File: src/rtl/c2n_service_mcast_splitter_pkg.sv
// Block-local definitions for the multicast splitter (FSM encoding only).
package c2n_service_mcast_splitter_pkg;

    typedef enum logic {
        IDLE = 1'b0,
        SEND = 1'b1
    } splitter_state_t;

endpackage

File: src/rtl/npu_message_service_defines.sv
// Shared NPU service-message types used by the c2n scheduler, the splitter and the virtual network.
`ifndef TILE_COUNT
`define TILE_COUNT 8
`endif

package npu_message_service_defines;

    localparam int NUM_TILES     = `TILE_COUNT;
    localparam int TILE_ID_WIDTH = (NUM_TILES > 1) ? $clog2(NUM_TILES) : 1;

    typedef logic [NUM_TILES-1:0]     tile_mask_t;
    typedef logic [TILE_ID_WIDTH-1:0] tile_id_t;

    typedef struct packed {
        logic [3:0]  opcode;
        logic [27:0] address;
        logic [31:0] data;
    } service_message_t;

endpackage

File: src/rtl/oh_to_idx.sv
// One-hot to binary index encoder; DIRECTION "LSB0" numbers bit 0 as index 0.
module oh_to_idx #(
    parameter int    NUM_SIGNALS = 4,
    parameter string DIRECTION   = "LSB0",
    parameter int    INDEX_WIDTH = $clog2(NUM_SIGNALS)
) (
    input  logic [NUM_SIGNALS-1:0] one_hot,
    output logic [INDEX_WIDTH-1:0] index
);

    // OR of the indices of all set bits: exact for a true one-hot input.
    always_comb begin
        index = '0;
        for (int i = 0; i < NUM_SIGNALS; i++) begin
            if (one_hot[i]) begin
                if (DIRECTION == "LSB0") begin
                    index = index | INDEX_WIDTH'(i);
                end else begin
                    index = index | INDEX_WIDTH'(NUM_SIGNALS - 1 - i);
                end
            end
        end
    end

endmodule

File: src/rtl/c2n_service_mcast_splitter.sv
// Splits one multicast service message into ascending-index unicast packets for the virtual network.
`ifndef TILE_COUNT
`define TILE_COUNT 8
`endif

module c2n_service_mcast_splitter
    import npu_message_service_defines::*;
    import c2n_service_mcast_splitter_pkg::*;
#(
    parameter int TILE_COUNT = `TILE_COUNT,
    parameter int TILE_ID_W  = $clog2(TILE_COUNT)
) (
    input  logic                  clk,
    input  logic                  reset,
    input  service_message_t      message_in,
    input  logic                  message_in_valid,
    input  logic [TILE_COUNT-1:0] destination_valid_in,
    output logic                  network_available_out,
    output service_message_t      message_out,
    output logic                  message_out_valid,
    output logic [TILE_ID_W-1:0]  destination_out,
    input  logic                  network_available,
    output logic                  drop_zero_mask,
    output splitter_state_t       debug_state
);

    // Handshakes: upstream accept = message_in_valid && network_available_out;
    // downstream transfer = message_out_valid && network_available. Outputs
    // hold steady while valid is high and the network is not accepting.

    splitter_state_t       state_q;
    service_message_t      msg_q;
    logic [TILE_COUNT-1:0] pending_q;
    logic [TILE_COUNT-1:0] lowest_bit;
    logic [TILE_COUNT-1:0] pending_next;
    logic                  single_pending;
    logic                  accept;
    logic                  accept_load;
    logic                  transfer;

    assign lowest_bit     = pending_q & (-pending_q);
    assign single_pending = (pending_q != '0) && (pending_q == lowest_bit);

    // A new message may only enter once the final destination is leaving this cycle.
    assign network_available_out = (state_q == IDLE) || (single_pending && network_available);

    assign message_out_valid = (state_q == SEND);
    assign message_out       = msg_q;
    assign debug_state       = state_q;

    assign transfer    = message_out_valid && network_available;
    assign accept      = message_in_valid && network_available_out;
    assign accept_load = accept && (destination_valid_in != '0);

    assign pending_next = transfer ? (pending_q & ~lowest_bit) : pending_q;

    oh_to_idx #(
        .NUM_SIGNALS (TILE_COUNT),
        .DIRECTION   ("LSB0"),
        .INDEX_WIDTH (TILE_ID_W)
    ) u_lowest_idx (
        .one_hot (lowest_bit),
        .index   (destination_out)
    );

    always_ff @(posedge clk or posedge reset) begin
        if (reset) begin
            state_q        <= IDLE;
            msg_q          <= '0;
            pending_q      <= '0;
            drop_zero_mask <= 1'b0;
        end else begin
            drop_zero_mask <= accept && (destination_valid_in == '0);
            if (accept_load) begin
                msg_q     <= message_in;
                pending_q <= destination_valid_in;
                state_q   <= SEND;
            end else begin
                // Zero-mask acceptance lands here too: nothing loads and the FSM drains to IDLE.
                pending_q <= pending_next;
                if (pending_next == '0) begin
                    state_q <= IDLE;
                end
            end
        end
    end

endmodule

File: config.mk
export PLATFORM = sky130hd
export DESIGN_NAME = c2n_service_mcast_splitter
export DESIGN_NICKNAME = d
export VERILOG_FILES = /design/src/rtl/c2n_service_mcast_splitter_pkg.sv /design/src/rtl/npu_message_service_defines.sv /design/src/rtl/oh_to_idx.sv /design/src/rtl/c2n_service_mcast_splitter.sv
export SDC_FILE = /design/constraint.sdc
export NUM_CORES = 1
export LEC_CHECK = 0
export CORE_AREA = 2 2 76 114
export CTS_CLUSTER_DIAMETER = 50
export DETAILED_ROUTE_END_ITERATION = 7
export DIE_AREA = 0 0 78 116
export GPL_TIMING_DRIVEN = 0
export PLACE_DENSITY = 0.78
export SYNTH_ARGS = -nofsm -noshare
export SYNTH_HDL_FRONTEND = slang
export SYNTH_SLANG_ARGS = --single-unit
File: constraint.sdc
create_clock -name clk -period 2.6 [get_ports clk]
set_input_delay 0.52 -clock clk [delete_from_list [all_inputs] [get_ports clk]]
set_output_delay 0.52 -clock clk [all_outputs]
set_load 0.005 [all_outputs]
==> results of run 1 <==
sequential cells by signal, indices dropped and copies added, names as in the netlist:
register        flops
debug_state         1
drop_zero_mask      1
message_out        64
pending_q           8
worst min path at each step:
stage,start,end,cells past startpoint
floorplan,message_out[0],message_out[0],1
global placement,message_out[2],message_out[2],1
detailed placement,message_out[42],message_out[42],1
CTS,message_out[58],message_out[58],1
global route,message_out[34],message_out[34],1
finish,message_out[58],message_out[58],1
synth_stat cells:
| master | n |
|---|---|
| nor4_4 | 1 |
| or4b_1 | 1 |
| nor3_1 | 1 |
| o21ai_0 | 5 |
| mux2_2 | 16 |
| nand3_1 | 1 |
| nor3b_1 | 1 |
| dfrtp_1 | 74 |
| nor2_1 | 5 |
| nor4_1 | 4 |
| a41oi_1 | 1 |
| o211ai_2 | 2 |
| nand4bb_1 | 1 |
| nor2b_1 | 1 |
| nand2_1 | 15 |
| mux2_4 | 49 |
| buf_4 | 1 |
| and2_1 | 1 |
| inv_1 | 5 |
| and3_1 | 1 |
| buf_2 | 1 |
| o21ai_1 | 1 |
| or2_2 | 3 |
| o21a_1 | 1 |
| o31ai_1 | 1 |
| maj3_1 | 1 |
| nand4_1 | 1 |
| buf_6 | 7 |
| a21oi_1 | 3 |
| o311a_1 | 1 |
| o22ai_1 | 8 |
| a2111oi_0 | 3 |
| buf_1 | 1 |
| a41o_1 | 1 |
| clkbuf_1 | 4 |
| o41ai_1 | 1 |
repair_timing:
action | 4_1_cts | 5_1_grt
pin swaps | 4 | 0
gates resized for setup | 13 | 5
setup endpoints to repair | 2 | 2
buffers inserted | 9 | 2
cell families after synthesis:
family | Yosys count | share of synthesized area (%)
flip-flops | 74 | 56.0
multiplexers | 65 | 27.7
AND/OR/NAND/NOR | 37 | 6.16
AO/OA/AOI/OAI | 28 | 6.01
buffers and inverters | 19 | 3.89
adder cells (fa/ha/maj) | 1 | 0.302
cell type report:
type / count / area share, %
Inverter: 5 / 0.398
Timing Repair Buffer: 157 / 28.8
Buffer: 11 / 1.85
Tap cell: 105 / 2.46
Sequential cell: 74 / 34.7
Clock buffer: 10 / 4.47
Multi-Input combinational cell: 131 / 25.6
Clock inverter: 6 / 1.66
worst reg2reg max path, stage by stage, from the launching register on:
cell	delay, ns
dfrtp_1	0.37
buf_6	0.13
or4b_1	0.50
mux2_4	0.29
o211ai_4	0.10
buf_4	0.15
o211ai_2	0.08
buf_6	0.17
buf_6	0.16
mux2_4	0.31
per-layer routing:
metal | share of wire [%] | vias to the layer above | routed length, um
li1 | - | 1139 | -
met1 | 37 | 1179 | 3020
met2 | 55 | 99 | 4490
met3 | 5.4 | 24 | 444
met4 | 3.3 | 0 | 268
met5 | 0 | - | 0
power by group:
part | internal [mW] | leakage (nW) | switching, mW
combinational | 2.54 | 1.36 | 1.30
sequential | 1.75 | 0.874 | 0.386
clock | 0.867 | 0.155 | 0.478
per-stage QoR:
stage / util [%] / cells
after floorplan: - / 224
after global placement: 61.2 / 475
after detailed placement: 61.3 / 475
after CTS: 66.5 / 498
after global routing: 66.7 / 499
final: 66.7 / 499
==> impl_metrics.tcl, run 1 <==
set metrics [dict create \
    status "finished clean" \
    cp-end-kind "output port" \
    met2_usage_pct 33.7 \
    hold_viol 0 \
    finalWorstSetupSlack_ns 0.0935 \
    gp_congestion 0.860 \
    drive_gt1_share_pct 29.7 \
    worst_pin_slew_ns 0.883 \
    syn_nets 300 \
    max_stage_delay_ns 0.50 \
    io_buffers 146 \
    crit_end "network_available_out" \
    rrSetupSlack_ns 0.21 \
    place_ws_ns -0.366 \
    grt.met3_usage_pct 4.98 \
    h-tree-depth 3 \
    r2r-start "pending_q[2]" \
    regArea_mm2 0.00186 \
    drc 0 \
    fillers 600 \
    grt.total_usage_pct 18.7 \
    hold_buffers 0 \
    clkTransAtPathRegs_ns 0.06 \
    required_ns 2.08 \
    layout_commonest_cell "clkdlybuf4s50_1" \
    avgViaCountPerCell 4.89 \
    drt-total-wl_um 8220 \
    syn-cell-area_mm2 0.00331 \
    fmax_mhz 399 \
    synth_top_area_cell "dfrtp_1" \
    leakagePower_nw 2.39 \
    clk_path_buf_depth 2 \
    worstRegToRegCells 9 \
    startpoint "pending_q[2]" \
    drt_pre_antenna_iters 4 \
    cp.depth 7 \
    dieArea_mm2 0.00905 \
    worst_setup_path_start_kind "flop" \
    fin_crit_sh_pct 96.4 \
    ys_ff_latch 74 \
    multiInputGateArea_mm2 0.00137 \
    critical_path_class "flop to output port" \
    cts_root_buf "clkbuf_16" \
    grt-busiest-layer "met2" \
    core_mm2 0.00801 \
    hpwl_um 5840 \
    n_antenna_cell 0 \
    power_mw 7.32 \
    synthDistinctLibCells 36 \
    placed_cell_area_mm2 0.00490 \
    crit_buf_inv 3 \
    slew_viol_final 0 \
    initial_utilization_pct 41.3 \
    setup_viol 0 \
    fp.dieW_um 78 \
    ys_warn_count 0 \
    drt-initial-drc-count 81 \
    slew_headroom_pct 41.1 \
    grtUsageMet1_pct 19.9 \
    finalInstanceArea_mm2 0.00534 \
    synth_area_leaders "dfrtp_1, mux2_4, mux2_2" \
    boundaryPins 147 \
    path_delay_family "simple AND/OR/NAND/NOR gates" \
    syn_area_per_cell_um2 14.8 \
    grt_start_max_net_pins 75 \
    cts_tree "done" \
    crit_path_top_delay_cell "or4b_1" \
    final_cell_mix "clkdlybuf4s50_1, dfrtp_1, mux2_4, nand2_1, mux2_2" \
    period_needed_ns 2.51 \
    cts_buffers 9 \
    wl_per_cell_um 16.5 \
    insertion_delay_ns 0.33 \
    netlist_instances 224 \
    yosysTopAreaCellShare_pct 56.0 \
    cp_cell_sequence "buf_6 > or4b_1 > mux2_4 > o211ai_4 > o21ai_4 > inv_1 > clkbuf_2" \
    final_nets 465 \
    cts.sinks 74 \
    rsz0062_at_grt "yes" \
    drtAntennaViolNets 0 \
    grt_pass1_wl_um 12900 \
    powerDensity_mw_per_mm2 1370 \
    die_y_um 116 \
    grt_pass1_vias 2616 \
    vdd_drop_max_uv 671 \
    tns_ns 0 \
    area_growth_pct 61.5 \
    min_path_type "flop to flop" \
    cp.arrival_ns 1.99 \
    ys_seq_area_share_pct 56.0 \
    r2r-end "message_out[17]" \
    hold-worst-slack_ns 0.502 \
    placementRows 40 \
    crit_path_max_fanout 4 \
    grt_antenna_before_repair 0 \
    clock_skew_ns 0.00371 \
    maxCapViolCount 0 \
    vias 2441 \
    overflow 0 \
]
Note: power is estimated with default switching activity, not from simulation.
==> run 2: changes to the inputs <==
Settings changed: SLEW_MARGIN from default to 40.
==> impl_metrics.tcl, run 2 (synthesis results as in run 1) <==
set metrics [dict create \
    status "finished clean" \
    hold_buffers 0 \
    power_frac_clock_pct 17.0 \
    dp.cells 476 \
    insertion_delay_ns 0.33 \
    wl_per_cell_um 16.3 \
    power_frac_comb_pct 53.4 \
    worst_setup_path_start_kind "flop" \
    grt.total_usage_pct 18.6 \
    worstRegToRegCells 8 \
    crit_path_top_delay_cell "clkdlybuf4s50_1" \
    hold_viol 0 \
    core_mm2 0.00801 \
    leakagePower_nw 2.40 \
    n_antenna_cell 0 \
    whs_endpoint "message_out[58]" \
    worst_pin_slew_ns 0.361 \
    rrSetupSlack_ns 0.23 \
    rsz0062_at_grt "no" \
    drt-initial-drc-count 72 \
    overflow 0 \
    grt_start_max_net_pins 39 \
    fillers 608 \
    cts.sinks 74 \
    h-tree-depth 3 \
    path_delay_family "buffers and inverters" \
    grt_antenna_before_repair 0 \
    layout_commonest_cell "clkdlybuf4s50_1" \
    placementRows 40 \
    avgViaCountPerCell 4.90 \
    largest_reg_flops 64 \
    seq_power_share_pct 29.6 \
    area_growth_pct 61.4 \
    cp-end-kind "output port" \
    swShare_pct 29.6 \
    maxCapViolCount 0 \
    cp.arrival_ns 1.99 \
    clock_skew_ns 0.00594 \
    period_needed_ns 2.51 \
    layout.cells.non_filler 501 \
    cts_root_buf "clkbuf_16" \
    drt-total-wl_um 8150 \
    fmax_mhz 399 \
    r2r-end "message_out[17]" \
    max_stage_delay_ns 0.53 \
    p_int_mw 5.07 \
    io_buffers 146 \
    vias 2453 \
    clk_path_buf_depth 2 \
    power_mw 7.20 \
    min_path_type "flop to flop" \
    dieArea_mm2 0.00905 \
    final_cell_mix "clkdlybuf4s50_1, dfrtp_1, mux2_4, nand2_1, mux2_2" \
    hpwl_um 5950 \
    clkTransAtPathRegs_ns 0.06 \
    cpMostUsedCell "buf_4" \
    final_nets 467 \
    powerDensity_mw_per_mm2 1350 \
    cts_tree "done" \
    initial_utilization_pct 41.3 \
    hold_depth 1 \
    drive_gt1_share_pct 29.8 \
    fp.dieW_um 78 \
    grt_pass1_vias 2609 \
    worstHoldStart "message_out[58]" \
    setup_viol 0 \
    die_y_um 116 \
    p_switching_mw 2.13 \
    crit_path_max_fanout 5 \
    fin_crit_sh_pct 96.4 \
    cp_cell_sequence "nor4_4 > buf_4 > buf_4 > nand3_1 > nand2_1 > clkdlybuf4s50_1" \
    slew_viol_final 0 \
    r2r-start "pending_q[3]" \
    vdd_drop_max_uv 852 \
    crit_buf_inv 3 \
    required_ns 2.08 \
    drt_pre_antenna_iters 4 \
    grt_pass1_wl_um 12900 \
    boundaryPins 147 \
    critical_path_class "flop to output port" \
    drtAntennaViolNets 0 \
    cts_buffers 9 \
    drc 0 \
    slew_headroom_pct 75.3 \
    gp_congestion 0.860 \
]
## run 2: worst max-delay path by stage
stage | to | cells past startpoint | startpoint
finish | destination_out[1] | 6 | pending_q[5]
global placement | message_out[54] | 2 | reset
CTS | network_available_out | 6 | pending_q[3]
detailed placement | network_available_out | 7 | network_available
global route | destination_out[1] | 6 | pending_q[5]
floorplan | debug_state | 1 | reset
## run 2: final cells by class
| type | count | area, um^2 | area share, % |
|---|---|---|---|
| clock buffers | 11 | 243 | 4.54 |
| clock inverters | 5 | 53.8 | 1.01 |
| well taps | 105 | 131 | 2.46 |
| multi-input cells | 131 | 1370 | 25.6 |
| plain buffers | 11 | 98.8 | 1.85 |
| repair buffers | 159 | 1570 | 29.4 |
| inverters | 5 | 23.8 | 0.445 |
| flip-flops and latches | 74 | 1860 | 34.8 |
## run 2: per-stage QoR
stage	setup slack (ns)	hold slack (ns)	area (um^2)	util, %	TNS [ns]
4_1_cts	0.0208	0.505	5300	66.2	0
3_3_place_gp	-0.983	0.486	4900	61.2	-72.88
6_report	0.0924	0.503	5340	66.7	0
3_5_place_dp	-0.386	0.492	4930	61.5	-0.386
5_1_grt	0.0379	0.514	5340	66.7	0
2_1_floorplan	0.198	0.504	3310	-	0
## run 2: worst register-to-register path: cells and delay by family, from the launching register on
kind                   cells  cell delay (ns)
multiplexers               2             0.60
AND/OR/NAND/NOR            1             0.54
flip-flops                 1             0.45
buffers and inverters      3             0.49
AO/OA/AOI/OAI              2             0.18
## run 2: repair_timing
action,4_1_cts,5_1_grt
resized for setup,13,5
buffers inserted,7,5
endpoints found under the setup margin,2,2
endpoints found under the hold margin,0,0
pin swaps,5,1
## run 2: power by group through the flow
stage	logic [mW]	registers (mW)	clock network, mW
2_1_floorplan	2.00	2.11	0
4_1_cts	3.86	2.12	1.26
3_3_place_gp	3.62	2.06	0
3_5_place_dp	3.68	2.09	0
5_1_grt	4.10	2.21	1.30
6_report	3.85	2.13	1.22
## run 2: per-layer routing
metal | track usage (%) | up-vias | share of wire [%]
li1 | - | 1148 | -
met1 | 20.4 | 1204 | 37
met2 | 34.0 | 84 | 55
met3 | 3.89 | 17 | 5.0
met4 | 9.24 | 0 | 2.6
met5 | 0 | - | 0
